===== config.mk =====
export PLATFORM = sky130hd
export DESIGN_NAME = wb_arbiter_flat
export DESIGN_NICKNAME = d
export VERILOG_FILES = /design/src/rtl/regs_pkg.sv /design/src/rtl/wb_arbiter_if.sv /design/src/rtl/wb_fifo.sv /design/src/rtl/wb_arbiter.sv /design/src/flat_wrapper.sv
export SDC_FILE = /design/constraint.sdc
export NUM_CORES = 1
export LEC_CHECK = 0
export ABC_AREA = 1
export ABC_CLOCK_PERIOD_IN_PS = 4740
export BUFFER_PORTS_ARGS = -buffer_cell sky130_fd_sc_hd__buf_2
export CAP_MARGIN = 20
export CELL_PAD_IN_SITES_DETAIL_PLACEMENT = 1
export CELL_PAD_IN_SITES_GLOBAL_PLACEMENT = 1
export CORE_ASPECT_RATIO = 0.6
export CORE_MARGIN = 4
export CORE_UTILIZATION = 42
export DETAILED_ROUTE_END_ITERATION = 10
export GPL_ROUTABILITY_DRIVEN = 0
export GPL_TIMING_DRIVEN = 0
export PLACE_DENSITY_LB_ADDON = 0.1
export SLEW_MARGIN = 20
export SYNTH_ARGS = -nofsm -noshare
export SYNTH_HDL_FRONTEND = slang
export SYNTH_HIERARCHICAL = 1
export SYNTH_SLANG_ARGS = --single-unit

===== constraint.sdc =====
create_clock -name i_clk -period 4.74 [get_ports i_clk]
set_input_delay 0.711 -clock i_clk [delete_from_list [all_inputs] [get_ports i_clk]]
set_output_delay 0.711 -clock i_clk [all_outputs]
set_load 0.005 [all_outputs]

===== src/rtl/regs_pkg.sv =====
// Shared register-file definitions: default widths, register count and the
// writeback entry type carried through the deferred-result queue.
package regs_pkg;

   localparam int DEFAULT_DATA_WIDTH  = 32;
   localparam int DEFAULT_INDEX_WIDTH = 5;
   localparam int NUM_REGS            = 2 ** DEFAULT_INDEX_WIDTH;

   // One pending register-file write: destination register plus result.
   typedef struct packed {
      logic [DEFAULT_INDEX_WIDTH-1:0] index;
      logic [DEFAULT_DATA_WIDTH-1:0]  data;
   } wb_entry_t;

endpackage


===== src/rtl/wb_arbiter_if.sv =====
// Producer-side and register-file-side signals of the writeback arbiter.
// The arbiter takes the slave view; producers and benches drive the master view.
interface wb_arbiter_if
   import regs_pkg::*;
#(
   parameter int DATA_WIDTH  = DEFAULT_DATA_WIDTH,
   parameter int INDEX_WIDTH = DEFAULT_INDEX_WIDTH,
   parameter int FIFO_DEPTH  = 2
);

   localparam int REG_COUNT   = 2 ** INDEX_WIDTH;
   localparam int COUNT_WIDTH = $clog2(FIFO_DEPTH) + 1;

   // ALU result stream, no backpressure
   logic                   i_alu_valid;
   logic [INDEX_WIDTH-1:0] i_alu_index;
   logic [DATA_WIDTH-1:0]  i_alu_data;

   // memory / mul-div result stream, valid/ready handshake
   logic                   i_mem_valid;
   logic                   o_mem_ready;
   logic [INDEX_WIDTH-1:0] i_mem_index;
   logic [DATA_WIDTH-1:0]  i_mem_data;

   // register-file write port and hazard information
   logic                   o_wr_enable;
   logic [INDEX_WIDTH-1:0] o_wr_index;
   logic [DATA_WIDTH-1:0]  o_wr_data;
   logic [REG_COUNT-1:0]   o_pending;
   logic [COUNT_WIDTH-1:0] o_count;

   modport master (
      output i_alu_valid, i_alu_index, i_alu_data,
      output i_mem_valid, i_mem_index, i_mem_data,
      input  o_mem_ready,
      input  o_wr_enable, o_wr_index, o_wr_data, o_pending, o_count
   );

   modport slave (
      input  i_alu_valid, i_alu_index, i_alu_data,
      input  i_mem_valid, i_mem_index, i_mem_data,
      output o_mem_ready,
      output o_wr_enable, o_wr_index, o_wr_data, o_pending, o_count
   );

endinterface


===== src/rtl/wb_fifo.sv =====
// Small synchronous FIFO for deferred writeback entries. Besides the usual
// head/count/full/empty it exposes every slot and a per-slot valid vector so
// the owner can see which destinations are still in flight.
module wb_fifo
   import regs_pkg::*;
#(
   parameter int  DEPTH   = 2,
   parameter type entry_t = wb_entry_t
) (
   input  logic                       clk,
   input  logic                       rst_n,
   input  logic                       push,
   input  entry_t                     push_data,
   input  logic                       pop,
   output entry_t                     head,
   output logic [$clog2(DEPTH):0]     count,
   output logic                       full,
   output logic                       empty,
   output entry_t [DEPTH-1:0]         slots,
   output logic   [DEPTH-1:0]         slot_valid
);

   localparam int PTR_WIDTH   = $clog2(DEPTH);
   localparam int COUNT_WIDTH = PTR_WIDTH + 1;

   entry_t [DEPTH-1:0]     mem;
   logic [PTR_WIDTH-1:0]   wr_ptr;
   logic [PTR_WIDTH-1:0]   rd_ptr;
   logic [COUNT_WIDTH-1:0] count_q;
   logic [PTR_WIDTH-1:0]   offset;
   logic                   do_push;
   logic                   do_pop;

   assign full    = (count_q == COUNT_WIDTH'(DEPTH));
   assign empty   = (count_q == '0);
   assign do_push = push & ~full;
   assign do_pop  = pop & ~empty;

   assign head  = mem[rd_ptr];
   assign count = count_q;
   assign slots = mem;

   // Pointer and occupancy bookkeeping; pointers wrap naturally at DEPTH.
   // NOTE: state registers use <= so every flop samples pre-edge values; blocking here would chain updates within one edge.
   always_ff @(posedge clk or negedge rst_n) begin
      if (!rst_n) begin
         wr_ptr  <= '0;
         rd_ptr  <= '0;
         count_q <= '0;
      end else begin
         if (do_push) wr_ptr <= wr_ptr + 1'b1;
         if (do_pop)  rd_ptr <= rd_ptr + 1'b1;
         count_q <= count_q + COUNT_WIDTH'(do_push) - COUNT_WIDTH'(do_pop);
      end
   end

   // Entry storage, written at the tail on every accepted push.
   // NOTE: the array is deliberately not reset; slot_valid masks stale contents so nothing downstream can observe them.
   always_ff @(posedge clk) begin
      if (do_push) mem[wr_ptr] <= push_data;
   end

   // A slot is live when its distance from the head is below the occupancy.
   always_comb begin
      // NOTE: defaults before the loop keep every path assigned, so no latch is inferred.
      offset     = '0;
      slot_valid = '0;
      for (int i = 0; i < DEPTH; i++) begin
         offset        = PTR_WIDTH'(i) - rd_ptr;
         slot_valid[i] = ({1'b0, offset} < count_q);
      end
   end

endmodule


===== src/rtl/wb_arbiter.sv =====
// Writeback arbiter in front of the integer register file. Merges the
// always-accepted ALU stream and the handshaked memory stream into one
// registered write per cycle, parking memory results in a small FIFO when the
// ALU owns the port, and reports which registers still have queued writes.
module wb_arbiter
   import regs_pkg::*;
#(
   parameter int DATA_WIDTH  = DEFAULT_DATA_WIDTH,
   parameter int INDEX_WIDTH = DEFAULT_INDEX_WIDTH,
   parameter int FIFO_DEPTH  = 2
) (
   input  logic        i_clk,
   input  logic        i_rst,
   wb_arbiter_if.slave bus
);

   localparam int REG_COUNT   = 2 ** INDEX_WIDTH;
   localparam int COUNT_WIDTH = $clog2(FIFO_DEPTH) + 1;

   typedef struct packed {
      logic [INDEX_WIDTH-1:0] index;
      logic [DATA_WIDTH-1:0]  data;
   } entry_t;

   entry_t                  mem_entry;
   entry_t                  head;
   entry_t [FIFO_DEPTH-1:0] slots;
   logic   [FIFO_DEPTH-1:0] slot_valid;
   logic [COUNT_WIDTH-1:0]  count;
   logic                    full;
   logic                    empty;

   logic                    mem_ready;
   logic                    alu_fire;
   logic                    mem_live;
   logic                    pop;
   logic                    bypass;
   logic                    push;

   logic                    wr_enable;
   logic [INDEX_WIDTH-1:0]  wr_index;
   logic [DATA_WIDTH-1:0]   wr_data;
   logic [REG_COUNT-1:0]    pending;

   // Ready looks only at registered occupancy: a full queue never accepts,
   // even if the head leaves this cycle.
   assign mem_ready = i_rst & ~full;

   // x0 writes are architecturally void, so such results never count as work.
   assign alu_fire = bus.i_alu_valid & (bus.i_alu_index != '0);
   assign mem_live = bus.i_mem_valid & mem_ready & (bus.i_mem_index != '0);

   // Priority: ALU, then queued memory results, then a direct memory bypass.
   assign pop    = ~alu_fire & ~empty;
   assign bypass = ~alu_fire & empty & mem_live;
   assign push   = mem_live & ~bypass;

   assign mem_entry.index = bus.i_mem_index;
   assign mem_entry.data  = bus.i_mem_data;

   wb_fifo #(
      .DEPTH   (FIFO_DEPTH),
      .entry_t (entry_t)
   ) u_fifo (
      .clk        (i_clk),
      .rst_n      (i_rst),
      .push       (push),
      .push_data  (mem_entry),
      .pop        (pop),
      .head       (head),
      .count      (count),
      .full       (full),
      .empty      (empty),
      .slots      (slots),
      .slot_valid (slot_valid)
   );

   // Registered write port; index/data hold their last value on idle cycles.
   always_ff @(posedge i_clk or negedge i_rst) begin
      if (!i_rst) begin
         wr_enable <= 1'b0;
         wr_index  <= '0;
         wr_data   <= '0;
      end else begin
         wr_enable <= alu_fire | pop | bypass;
         if (alu_fire) begin
            wr_index <= bus.i_alu_index;
            wr_data  <= bus.i_alu_data;
         end else if (pop) begin
            wr_index <= head.index;
            wr_data  <= head.data;
         end else if (bypass) begin
            wr_index <= bus.i_mem_index;
            wr_data  <= bus.i_mem_data;
         end
      end
   end

   // Destinations of every queued entry, for the issue-stage hazard check.
   always_comb begin
      pending = '0;
      for (int i = 0; i < FIFO_DEPTH; i++) begin
         if (slot_valid[i]) pending[slots[i].index] = 1'b1;
      end
   end

   assign bus.o_mem_ready = mem_ready;
   assign bus.o_wr_enable = wr_enable;
   assign bus.o_wr_index  = wr_index;
   assign bus.o_wr_data   = wr_data;
   assign bus.o_pending   = pending;
   assign bus.o_count     = count;

endmodule

===== src/flat_wrapper.sv =====
// flat-port wrapper written by rule: the top's interface ports become plain ports
module wb_arbiter_flat import regs_pkg::*;
#(
   parameter int DATA_WIDTH  = DEFAULT_DATA_WIDTH,
   parameter int INDEX_WIDTH = DEFAULT_INDEX_WIDTH,
   parameter int FIFO_DEPTH  = 2
)
  (i_clk, i_rst, bus_i_alu_valid, bus_i_alu_index, bus_i_alu_data, bus_i_mem_valid, bus_i_mem_index, bus_i_mem_data, bus_o_mem_ready, bus_o_wr_enable, bus_o_wr_index, bus_o_wr_data, bus_o_pending, bus_o_count);
  wb_arbiter_if #(.DATA_WIDTH(DATA_WIDTH), .INDEX_WIDTH(INDEX_WIDTH), .FIFO_DEPTH(FIFO_DEPTH)) bus_i ();
  input  logic i_clk;
  input  logic i_rst;
  input wire logic [$bits(bus_i.i_alu_valid)-1:0] bus_i_alu_valid;
  input wire logic [$bits(bus_i.i_alu_index)-1:0] bus_i_alu_index;
  input wire logic [$bits(bus_i.i_alu_data)-1:0] bus_i_alu_data;
  input wire logic [$bits(bus_i.i_mem_valid)-1:0] bus_i_mem_valid;
  input wire logic [$bits(bus_i.i_mem_index)-1:0] bus_i_mem_index;
  input wire logic [$bits(bus_i.i_mem_data)-1:0] bus_i_mem_data;
  output wire logic [$bits(bus_i.o_mem_ready)-1:0] bus_o_mem_ready;
  output wire logic [$bits(bus_i.o_wr_enable)-1:0] bus_o_wr_enable;
  output wire logic [$bits(bus_i.o_wr_index)-1:0] bus_o_wr_index;
  output wire logic [$bits(bus_i.o_wr_data)-1:0] bus_o_wr_data;
  output wire logic [$bits(bus_i.o_pending)-1:0] bus_o_pending;
  output wire logic [$bits(bus_i.o_count)-1:0] bus_o_count;
  assign bus_i.i_alu_valid = bus_i_alu_valid;
  assign bus_i.i_alu_index = bus_i_alu_index;
  assign bus_i.i_alu_data = bus_i_alu_data;
  assign bus_i.i_mem_valid = bus_i_mem_valid;
  assign bus_i.i_mem_index = bus_i_mem_index;
  assign bus_i.i_mem_data = bus_i_mem_data;
  assign bus_o_mem_ready = bus_i.o_mem_ready;
  assign bus_o_wr_enable = bus_i.o_wr_enable;
  assign bus_o_wr_index = bus_i.o_wr_index;
  assign bus_o_wr_data = bus_i.o_wr_data;
  assign bus_o_pending = bus_i.o_pending;
  assign bus_o_count = bus_i.o_count;
  wb_arbiter #(.DATA_WIDTH(DATA_WIDTH), .INDEX_WIDTH(INDEX_WIDTH), .FIFO_DEPTH(FIFO_DEPTH)) u_core (.i_clk(i_clk), .i_rst(i_rst), .bus(bus_i));
endmodule

==> results.py <==
metrics = {
    "outcome": {
        "status": "finished clean",
    },
    "critical_path": {
        "worst_setup_path_start_kind": "flip-flop",
        "crit-reg2reg-capture": "u_core/u_fifo/slots[38]",
        "reg2reg_slack_ns": 1.97,
        "required_ns": 4.03,
        "reg2reg_from": "u_core/u_fifo/count[1]",
        "reg2regPathDepth": 9,
        "crit_type": "flip-flop to output pin",
        "cp_data_arrival_time_ns": 2.62,
        "cp_max_fo": 10,
        "end_kind": "output pin",
    },
    "job": {
        "drv_cap": 0,
    },
    "synthesis": {
        "synth-seq-cells": 116,
        "synth_enable_flop_cells": 74,
        "synth-main-ff-cell": "edfxtp_1",
        "ys_types": 23,
        "async_reset_ff_frac": 0.362,
        "synth_top_area_frac": 0.378,
        "synth_area_per_cell_um2": 8.10,
        "syn_area_um2": 5870,
        "yosysTopAreaCell": "edfxtp_1",
        "syn_inst": 725,
        "ys_warn_count": 6,
        "synthTopCellsByArea": "edfxtp_1, nand2_1, dfrtp_1",
        "synth_common_cells": "nand2_1, nand3_1, edfxtp_1",
        "post-synth-top-count-cell": "nand2_1",
        "synthesis.nets": 805,
        "ys_seq_area_frac": 0.557,
    },
    "power": {
        "p_leak_nw": 3.83,
        "peakVddDrop_v": 0.000270,
        "power-per-cell-area_nw_per_um2": 589,
    },
    "routing": {
        "vias": 5757,
        "ant_nets": 0,
        "routed-wl-met3_um": 1580,
        "top_layer": "met5",
        "drtPass1Iterations": 5,
        "drc": 0,
        "vias_per_cell": 5.23,
        "dr_wl_met2_um": 10200,
        "drtIter0Drc": 471,
        "wl_met1_um": 9140,
        "wl_per_cell_um": 19.3,
        "routed_wl_um": 21200,
    },
    "global_routing": {
        "grt_start_max_net_pins": 44,
        "grt-ovfl-total": 0,
        "antenna_found_initial": 1,
        "grt_pass1_wl_um": 33700,
        "grt_pass1_vias": 6279,
        "track_usage": 0.272,
    },
    "die": {
        "io_pins": 151,
        "die_y_um": 99.6,
        "die_w_um": 161,
        "start_util": 0.430,
        "coreArea_um2": 13700,
        "num_rows": 33,
        "fp.dieArea_um2": 16000,
    },
    "final_layout": {
        "antenna_cells": 0,
        "nets": 976,
        "drive_gt1_frac": 0.248,
        "area_growth_pct": 28.4,
        "fillers": 1723,
    },
    "clocking": {
        "ctsResizeCount": 0,
        "cts_tree": "done",
        "cts_buffer_depth": 2,
        "htree_levels": 4,
        "postCtsSetupBuffers": 0,
        "cts_hold_buffers": 0,
        "insertion_delay_ns": 0.42,
        "cts_buffers": 17,
        "cts.sinks": 116,
        "clockRootBuffer": "clkbuf_16",
        "clk_pin_slew_ns": 0.06,
    },
    "sta": {
        "fmax_mhz": 300,
        "hold_viol": 0,
        "fin_hold_ws_ns": 0.320,
        "rsz0062_at_grt": "false",
        "setup_tns_ns": 0,
        "finalSetupViolCount": 0,
        "min_period_over_period": 0.703,
        "setup_ws_ns": 1.41,
        "worstMarginPinSlew_ns": 1.08,
        "skew_ns": 0.0113,
        "slew_headroom": 0.272,
        "layout_min_cycle_time_ns": 3.33,
        "finalMaxSlewViolations": 0,
    },
    "place": {
        "pre_cts_ws_ns": 1.18,
        "portBuffers": 150,
        "place_hpwl_um": 14600,
    },
    "hold_path": {
        "hold_class": "input pin to asynchronous set/reset pin",
    },
}
flip-flops by register name, summed over array words and instances, names as in the netlist:
name,count
u_core/bus.o_wr_index,5
u_core/u_fifo/slots,74
u_core/u_fifo/count,2
u_core/u_fifo/wr_ptr,1
u_core/bus.o_wr_enable,1
u_core/bus.o_wr_data,32
u_core/u_fifo/rd_ptr,1
report_power, final:
part	switching, mW	leakage [nW]	internal, mW
combinational	1.08	2.38	0.528
clock	0.470	0.285	0.877
sequential	0.135	1.17	1.35
total	1.69	3.83	2.75
kinds of logic (layout without fill, tap and decap cells):
group / Yosys count / in the layout / synth area share
simple gates: 455 / 455 / 0.315
fa+ha+maj: 2 / 2 / 0.00426
flops: 116 / 116 / 0.557
compound gates: 54 / 54 / 0.0490
buf+inv: 98 / 282 / 0.0748
metal layers:
metal	vias up	GRT usage
met1	2817	0.360
met3	31	0.0683
met5	-	0
li1	2676	-
met2	231	0.451
met4	2	0.0727
cell usage in the layout (no fill, tap or decap), types with 7 or more instances in the layout:
cell / Yosys / final
or2_2: 7 / 7
nand3_1: 76 / 76
buf_4: 7 / 8
nand2_1: 296 / 296
buf_2: 18 / 167
nor3_1: 11 / 10
nor2_1: 62 / 61
inv_1: 62 / 61
clkbuf_16: 0 / 17
o21ai_0: 43 / 43
dfrtp_1: 42 / 42
edfxtp_1: 74 / 74
o211ai_1: 7 / 7
critical path, stage by stage (launching register included):
cell and delay [ns]:
dfrtp_1 0.41, buf_4 0.21, o21ai_0 0.24, inv_1 0.12
nor3_1 0.84, nand2_1 0.12, o21ai_0 0.13, buf_2 0.15
area by class of cell:
class,instances,area [µm²],share of cell area
tap,192,240,0.0319
clock buffer,19,433,0.0574
timing repair buffer,152,801,0.106
buffer,32,191,0.0254
multi-input combinational,511,2170,0.288
sequential,116,3270,0.434
inverter,66,248,0.0329
clock inverter,13,181,0.0241
worst max-delay path by stage:
stage	end	from	slack, ns	cells past startpoint
after floorplan	u_core/u_fifo/slots[37]	bus_i_alu_index[4]	1.27	8
after global placement	u_core/u_fifo/slots[53]	i_rst	-0.80	7
after detailed placement	u_core/u_fifo/slots[50]	i_rst	1.18	8
after CTS	bus_o_pending[18]	u_core/u_fifo/rd_ptr	1.42	7
after global routing	bus_o_pending[3]	u_core/u_fifo/rd_ptr	1.24	7
final	bus_o_pending[19]	u_core/u_fifo/rd_ptr	1.41	7
per-stage QoR:
step | utilization | area, µm² | std cells | power (mW)
after floorplan | - | 5870 | 725 | 2.37
after global placement | 0.502 | 6860 | 1067 | 2.95
after detailed placement | 0.506 | 6920 | 1069 | 3.05
after CTS | 0.551 | 7530 | 1101 | 4.46
after global routing | 0.552 | 7540 | 1101 | 4.72
final | 0.552 | 7540 | 1101 | 4.44
(Power assumes the default switching activity.)
